$ cat src/rtl/cmd_card_responder.sv
// cmd_card_responder: SD card-side CMD line receiver with CRC7 check and R1/R2-style response transmitter
module cmd_card_responder #(
  parameter int NCR          = 2,
  parameter int RESP_TIMEOUT = 64
) (
  input  logic         sd_clock,
  input  logic         reset,
  input  logic         cmd_in,
  output logic         cmd_out,
  output logic         cmd_oe,
  output logic         cmd_valid,
  output logic [5:0]   cmd_index,
  output logic [31:0]  cmd_arg,
  output logic         crc_error,
  input  logic         resp_strobe,
  input  logic         resp_skip,
  input  logic         resp_long,
  input  logic [127:0] resp_data,
  output logic         resp_ack,
  output logic         no_resp,
  output logic         busy
);
  typedef enum logic [2:0] {IDLE, RECV, CHECK, WAIT_APP, NCR_WAIT, SEND, DONE} state_t;
  localparam logic [15:0] TO_LAST  = 16'(RESP_TIMEOUT - 1);
  localparam logic [15:0] NCR_LAST = 16'(NCR - 1);
  state_t       r_state, w_next;
  logic [15:0]  r_cnt;
  logic [47:0]  r_rx;
  logic [135:0] r_tx;
  logic [6:0]   r_crc;
  logic         r_long, r_no_resp;
  logic         w_frame_ok, w_send_last, w_crc_phase;

  function automatic logic [6:0] crc7_step(input logic [6:0] c, input logic b);
    crc7_step = {c[5:0], 1'b0} ^ ((c[6] ^ b) ? 7'h09 : 7'h00);
  endfunction

  // start bit is always 0 here by construction; the term keeps the frame check complete
  assign w_frame_ok  = !r_rx[47] && r_rx[46] && r_rx[0] && (r_rx[7:1] == r_crc);
  assign w_send_last = r_cnt == (r_long ? 16'd135 : 16'd47);
  // short responses replace bits 40..46 with the CRC computed on the fly
  assign w_crc_phase = !r_long && r_cnt >= 16'd40 && r_cnt < 16'd47;
  assign busy        = r_state != IDLE;
  assign no_resp     = r_no_resp;

  // state register
  always_ff @(posedge sd_clock or negedge reset)
    if (!reset) r_state <= IDLE;
    else r_state <= w_next;

  // next-state decode and per-state outputs
  always_comb begin
    w_next    = r_state;
    cmd_valid = 1'b0;
    crc_error = 1'b0;
    resp_ack  = 1'b0;
    cmd_oe    = 1'b0;
    cmd_out   = 1'b1;
    case (r_state)
      IDLE:     w_next = cmd_in ? IDLE : RECV;
      RECV:     w_next = (r_cnt == 16'd47) ? CHECK : RECV;
      CHECK: begin
        cmd_valid = w_frame_ok;
        crc_error = !w_frame_ok;
        w_next    = w_frame_ok ? WAIT_APP : IDLE;
      end
      WAIT_APP: w_next = resp_skip ? IDLE : resp_strobe ? NCR_WAIT : (r_cnt == TO_LAST) ? IDLE : WAIT_APP;
      NCR_WAIT: w_next = (r_cnt == NCR_LAST) ? SEND : NCR_WAIT;
      SEND: begin
        cmd_oe  = 1'b1;
        cmd_out = w_crc_phase ? r_crc[6] : r_tx[135];
        w_next  = w_send_last ? DONE : SEND;
      end
      DONE: begin
        resp_ack = 1'b1;
        w_next   = IDLE;
      end
      default:  w_next = IDLE;
    endcase
  end

  // datapath: bit counter, receive shifter, shared CRC7, response shifter and decoded command
  always_ff @(posedge sd_clock or negedge reset)
    if (!reset) begin
      r_cnt     <= '0;
      r_rx      <= '0;
      r_tx      <= '0;
      r_crc     <= '0;
      r_long    <= 1'b0;
      r_no_resp <= 1'b0;
      cmd_index <= '0;
      cmd_arg   <= '0;
    end else begin
      r_no_resp <= r_state == WAIT_APP && w_next == IDLE && !resp_skip;
      r_cnt     <= (r_state == IDLE && w_next == RECV) ? 16'd1 : (r_state != w_next) ? 16'd0 : r_cnt + 16'd1;
      r_rx      <= (r_state == RECV) ? {r_rx[46:0], cmd_in} : (r_state == IDLE) ? 48'd0 : r_rx;
      r_crc     <= (r_state == RECV) ? ((r_cnt < 16'd40) ? crc7_step(r_crc, cmd_in) : r_crc)
                 : (r_state == SEND) ? ((r_cnt < 16'd40) ? crc7_step(r_crc, r_tx[135]) : {r_crc[5:0], 1'b0})
                 : 7'd0;
      if (r_state == CHECK && w_frame_ok) begin
        cmd_index <= r_rx[45:40];
        cmd_arg   <= r_rx[39:8];
      end
      if (r_state == WAIT_APP && w_next == NCR_WAIT) begin
        r_long <= resp_long;
        r_tx   <= resp_long ? {2'b00, 6'h3F, resp_data[127:1], 1'b1} : {2'b00, resp_data[37:0], 8'h01, 88'd0};
      end else if (r_state == SEND) r_tx <= {r_tx[134:0], 1'b0};
    end
endmodule

$ cat config.mk
export PLATFORM = sky130hd
export DESIGN_NAME = cmd_card_responder
export DESIGN_NICKNAME = d
export VERILOG_FILES = /design/src/rtl/cmd_card_responder.sv
export SDC_FILE = /design/constraint.sdc
export NUM_CORES = 1
export LEC_CHECK = 0
export CELL_PAD_IN_SITES_DETAIL_PLACEMENT = 1
export CELL_PAD_IN_SITES_GLOBAL_PLACEMENT = 1
export CORE_AREA = 2 2 165 167
export CTS_CLUSTER_SIZE = 10
export DETAILED_ROUTE_END_ITERATION = 7
export DIE_AREA = 0 0 167 169
export DONT_BUFFER_PORTS = 1
export GPL_TIMING_DRIVEN = 0
export PLACE_DENSITY = 0.72
export SYNTH_ARGS = -nofsm -noshare
export SYNTH_HDL_FRONTEND = slang
export SYNTH_SLANG_ARGS = --single-unit
$ cat constraint.sdc
create_clock -name sd_clock -period 2 [get_ports sd_clock]
set_clock_uncertainty 0.15 [all_clocks]
set_input_delay 0.3 -clock sd_clock [delete_from_list [all_inputs] [get_ports sd_clock]]
set_output_delay 0.3 -clock sd_clock [all_outputs]
set_load 0.02 [all_outputs]
==> metrics.yaml, run 1 <==
detailed_routing:
  detail-route-antenna-nets: 0
  wl_um: 37500
  drtIter0Drc: 606
  dr.pass1.iters: 5
  vias: 9934
  via_per_inst: 5.71
  wl_per_cell_um: 21.5
  drc: 0
clock_tree:
  cts.sinks: 250
  cts-hold-fix-buffers: 130
  cts_inserted_buffers: 29
  insertion_delay_ns: 0.56
  clockRootBuffer: "clkbuf_16"
  clk_transition_reported_paths_ns: 0.06
  cts.path.max_buffers: 3
  h-tree-depth: 1
  tritoncts: "built"
worst_setup_path:
  worst_path_max_delay_cell: "dfrtp_2"
  worstSetupStartpointType: "flip-flop"
  reg2reg_slack_ns: -0.46
  cp_common_cell: "nor4_4"
  crit_arrival_ns: 2.16
  crit_path_end_kind: "primary output"
  path_cells: "nor4_4, nand3_2, nor4_4, mux2i_2, nand2_2"
  worstPathRequired_ns: 1.55
  cp_slowest_stage_delay_ns: 0.42
  crit_type: "flip-flop to primary output"
  cp_max_fo: 3
placement:
  hpwl_um: 20800
  postPlaceCellArea_mm2: 0.0119
  io_buffers: 0
  gp_congestion: 0.786
final_layout:
  final_area_mm2: 0.0154
  area_growth_pct: 34.4
  final_layout_size_suffix_gt1_frac: 0.189
  nets: 1527
timing:
  hold_viol: 250
  period_share: 1.30
  fmaxAchievable_mhz: 384
  rsz0062_at_grt: "true"
  worst_pin_slew_ns: 0.794
  fin_crit_ns: 2.61
  setup_viol: 62
  maxSlewHeadroom: 0.471
  setup_ws_ns: -0.607
  finalHoldWorstSlack_ns: -0.703
  drv_slew: 0
grt:
  grt_pass1_vias: 10900
  overflow: 0
  grt_pass1_wl_um: 59300
  grt_max_degree: 251
  track_usage: 0.260
  grt_antenna_before_repair: 3
synth:
  ys_ff_latch: 250
  synth_edf_count: 0
  synth_area_per_cell_um2: 9.60
  yosys_warnings: 0
  netlist_area_mm2: 0.0115
  yosysUniqueCellTypes: 47
  yosys.area.top_type: "dfrtp_1"
  synth_ff_type: "dfrtp_1"
  synth_commonest_cells: "nand2_1 (333), dfrtp_1 (250), a21oi_1 (103)"
  syn_inst: 1195
  synthArstFlopShare: 1.00
  netlist_top_cells_area: "dfrtp_1 (55%), nand2_1 (11%), a31oi_1 (5.5%)"
  yosysTopAreaCellShare: 0.545
  yosysSeqAreaShare: 0.545
  synth_nets: 1332
  synth_most_common_cell: "nand2_1"
floorplan:
  initial_core_util: 0.433
  coreArea_mm2: 0.0265
  num_io_pins: 179
  die_area_mm2: 0.0282
  die_h_um: 169
  std_cell_rows: 60
  die_w_um: 167
min_path:
  hp-class: "input port to asynchronous set/reset pin"
run:
  drv_cap: 0
status:
  status: "finished, violations left"
  violations: "negative hold slack, negative setup slack"
power:
  power-per-cell-area_mw_per_mm2: 1120
  p_leak_nw: 7.26
  vdd_ir_drop_max_v: 0.000761
-- per-layer routing --
layer / GRT usage / share of wire
met1: 0.319 / 0.41
met2: 0.463 / 0.52
met3: 0.0447 / 0.043
met4: 0.0881 / 0.031
met5: 0 / 0
-- sequential cells by signal, summed over array words and instances, names as in the netlist --
signal / cells
cmd_arg: 32
cmd_index: 6
no_resp: 1
r_cnt: 16
r_crc: 7
r_long: 1
r_rx: 48
r_state: 3
r_tx: 136
-- power by group --
| group | internal, mW | switching (mW) | total (mW) | leakage, nW |
|---|---|---|---|---|
| Clock | 2.64 | 2.05 | 4.69 | 0.384 |
| Combinational | 2.40 | 2.59 | 4.99 | 3.84 |
| Sequential | 6.52 | 1.03 | 7.55 | 3.03 |
-- cells in the final DEF (no fill, tap or decap), types with 11 or more instances in the layout --
cell type,n
clkbuf_16,33
a31oi_1,84
o21ai_0,16
clkbuf_1,22
dfrtp_1,246
nor2_1,56
a21oi_1,80
buf_4,30
mux2i_1,34
a221o_1,32
buf_12,12
buf_8,18
xor2_1,11
buf_6,27
nand2_1,328
a31oi_2,15
nand3_1,45
a21oi_2,21
mux2_4,37
dlygate4sd3_1,130
xnor2_1,13
-- cell families after synthesis --
group | count (synthesis) | synth area share
adder cells (fa/ha/maj) | 3 | 0.00327
AND/OR/NAND/NOR | 479 | 0.172
multiplexers | 73 | 0.0799
AO/OA/AOI/OAI | 260 | 0.141
flip-flops | 250 | 0.545
buffers and inverters | 106 | 0.0395
XOR/XNOR | 24 | 0.0183
-- final timing paths --
| check | start | to | cells after the start |
|---|---|---|---|
| max | r_cnt[12] | cmd_out | 5 |
| min | reset | cmd_arg[0] | 0 |
| max reg2reg | r_cnt[0] | r_cnt[1] | 9 |
| min reg2reg | r_rx[14] | r_rx[14] | 2 |
| max in group asynchronous | reset | r_crc[6] | 0 |
| min in group sd_clock | resp_strobe | r_tx[118] | 4 |
-- area by class of cell --
class                   count  area, µm²
clock buffers              34        764
flip-flops and latches    250       6260
plain buffers              92        898
clock inverters             2       13.8
well taps                 341        427
multi-input cells         839       5170
fillers                  2779      11100
diodes                      3       7.51
repair buffers            172       1840
inverters                   6       37.5
-- what timing repair did --
action                                 in CTS  in global routing
setup buffers                              23                 16
pin swaps                                  15                 35
cloned                                      6                  4
endpoints found under the hold margin     392                250
resized for setup                         212                130
setup endpoints to repair                 235                227
-- worst max-delay path, delay by kind of cell (launching register included) --
family | cells | cell delay, ns
simple gates | 4 | 0.86
flops | 1 | 0.42
mux | 1 | 0.32
-- through the flow --
step	TNS, ns	worst slack (ns)	total power [mW]	utilization	cells
after global routing	-16.89	-0.699	18.2	0.582	1738
after CTS	-24.24	-0.644	16.6	0.566	1728
after global placement	-110.97	-0.938	11.1	0.450	1536
final	-12.38	-0.607	17.2	0.582	1739
after detailed placement	-118.39	-0.983	11.3	0.450	1536
after floorplan	-2.14	-0.179	10.2	-	1195
(Power assumes the default switching activity.)
==> run 2: changes to the inputs <==
Settings changed: SETUP_SLACK_MARGIN from default to 0.1.
==> run 2 against run 1 <==
Net effect:
- the run still ends with negative hold slack, negative setup slack left
- largest cell class is now multi-input gates
- die area unchanged
- first-iteration DRC count is 130% higher
- critical path depth grew 1
- clock power is 8.5% higher
- register-to-register slack got worse by 0.37 ns
- total power up 25%
- fmax shrank 12%
- global-route usage rose by 4.7 points
- highest routed layer unchanged
- routed wire length is 73% higher
- combinational power up 64%
==> metrics.yaml, run 2 (synthesized netlist as in run 1, its figures left out) <==
placement:
  hpwl_um: 21000
  place_ws_ns: -0.993
  dp_cells: 1536
  io_buffers: 0
  gp_congestion: 0.778
clock_tree:
  cts.sinks: 250
  tritoncts: "built"
  h-tree-depth: 1
  clockRootBuffer: "clkbuf_16"
  insertion_delay_ns: 0.58
  cts-hold-fix-buffers: 130
  cts_inserted_buffers: 29
  clk_transition_reported_paths_ns: 0.08
  cts.path.max_buffers: 3
grt:
  grt_antenna_before_repair: 10
  grt_pass1_vias: 12100
  grt_pass1_wl_um: 68800
  track_usage: 0.307
  overflow: 0
  grt_max_degree: 251
power:
  p_leak_nw: 8.30
  p_total_mw: 21.5
  power-per-cell-area_mw_per_mm2: 1150
  vdd_ir_drop_max_v: 0.000830
status:
  violations: "negative hold slack, negative setup slack"
  status: "finished, violations left"
worst_setup_path:
  worst_path_max_delay_cell: "dfrtp_1"
  startpoint: "r_cnt[0]"
  worstSetupStartpointType: "flip-flop"
  reg2reg_slack_ns: -0.83
  cp_max_fo: 3
  crit_path_end_kind: "primary output"
  path_cells: "ha_1, nand2_1, nand3_1, nor4_4, mux2i_1, nand2_2"
  reg2regPathDepth: 9
  crit_type: "flip-flop to primary output"
  cp_slowest_stage_delay_ns: 0.44
  r2r-start: "r_cnt[0]"
  worstPathRequired_ns: 1.55
  crit_arrival_ns: 2.50
floorplan:
  num_io_pins: 179
  die_h_um: 169
  die_area_mm2: 0.0282
  initial_core_util: 0.433
  die_w_um: 167
  std_cell_rows: 60
  coreArea_mm2: 0.0265
run:
  drv_cap: 0
detailed_routing:
  drc: 0
  drtIter0Drc: 1377
  via_per_inst: 6.78
  detail-route-antenna-nets: 0
  wl_um: 64800
  vias: 12400
  wl_per_cell_um: 35.6
  dr.pass1.iters: 5
timing:
  setup_viol: 224
  period_share: 1.48
  setup_ws_ns: -0.954
  fmaxAchievable_mhz: 339
  rsz0062_at_grt: "true"
  worst_pin_slew_ns: 1.19
  fin_crit_ns: 2.95
  finalHoldWorstSlack_ns: -0.739
  drv_slew: 0
  maxSlewHeadroom: 0.203
  hold_viol: 250
final_layout:
  n_fill_cell: 2476
  nets: 1599
  final_layout_size_suffix_gt1_frac: 0.349
  fin_cells: 1822
  final_cell_mix: "nand2_1 (291), dfrtp_1 (248), dlygate4sd3_1 (130), clkbuf_16 (54), a31oi_4 (49)"
  multi_input_area_mm2: 0.00689
  area_growth_pct: 62.2
  post-route-util: 0.702
  top_regs: "r_tx x136, r_rx x48, cmd_arg x32"
  final_common_cell: "nand2_1"
  largest_register_ffs: 136
  largest-register: "r_tx"
  register_area_mm2: 0.00626
min_path:
  hp-class: "input port to asynchronous set/reset pin"
## run 2: cell types whose count changed in the layout (fill, tap and decap cells not counted), moves of 22 or more
| cell | delta |
|---|---|
| a21oi_1 | -60 |
| a31oi_1 | -44 |
| nor2_1 | -22 |
| a31oi_4 | +47 |
| nand2_1 | -37 |
| a21oi_4 | +43 |
## run 2: layout make-up
type,instances,area share
multi-input cells,840,0.370
flip-flops and latches,250,0.336
repair buffers,239,0.159
plain buffers,96,0.0659
clock buffers,37,0.0417
well taps,341,0.0229
inverters,6,0.00161
diodes,12,0.00161
clock inverters,1,0.000471
## run 2: critical path, delay by kind of cell (launching register included)
kind,cells,cell delay [ns]
simple gates,4,0.90
flops,1,0.44
fa+ha+maj,1,0.29
mux,1,0.30
## run 2: repair_timing
item / CTS / global route
cloned: 29 / 14
endpoints found under the setup margin: 237 / 242
buffers inserted: 46 / 34
hold endpoints to repair: 393 / 250
gates resized for setup: 385 / 381
pin swaps: 65 / 92
## run 2: per-stage QoR
step	setup TNS, ns	instance area (µm²)
after floorplan	-2.14	11500
after global placement	-102.04	12000
after detailed placement	-110.34	12000
after CTS	-34.26	16600
after global routing	-93.87	18600
final	-90.69	18600
## run 2: metal layers
layer / share of wire / up-vias / wire [µm] / global-route usage
li1: - / 4691 / - / -
met1: 0.35 / 6149 / 23000 / 0.368
met2: 0.46 / 1081 / 29800 / 0.534
met3: 0.095 / 435 / 6130 / 0.0512
met4: 0.091 / 0 / 5900 / 0.156
met5: 0 / - / 0 / 0
## run 2: path summary, 6_finish.rpt
path,to
min in group sd_clock,r_tx[128]
max reg2reg,r_cnt[6]
max,cmd_out
min reg2reg,r_rx[23]
min,r_tx[116]
max in group asynchronous,r_cnt[10]
## run 2: report_power, final
part	leakage (nW)	switching, mW	internal [mW]
Clock	0.383	2.41	2.67
Combinational	4.88	4.58	3.59
Sequential	3.04	1.71	6.51
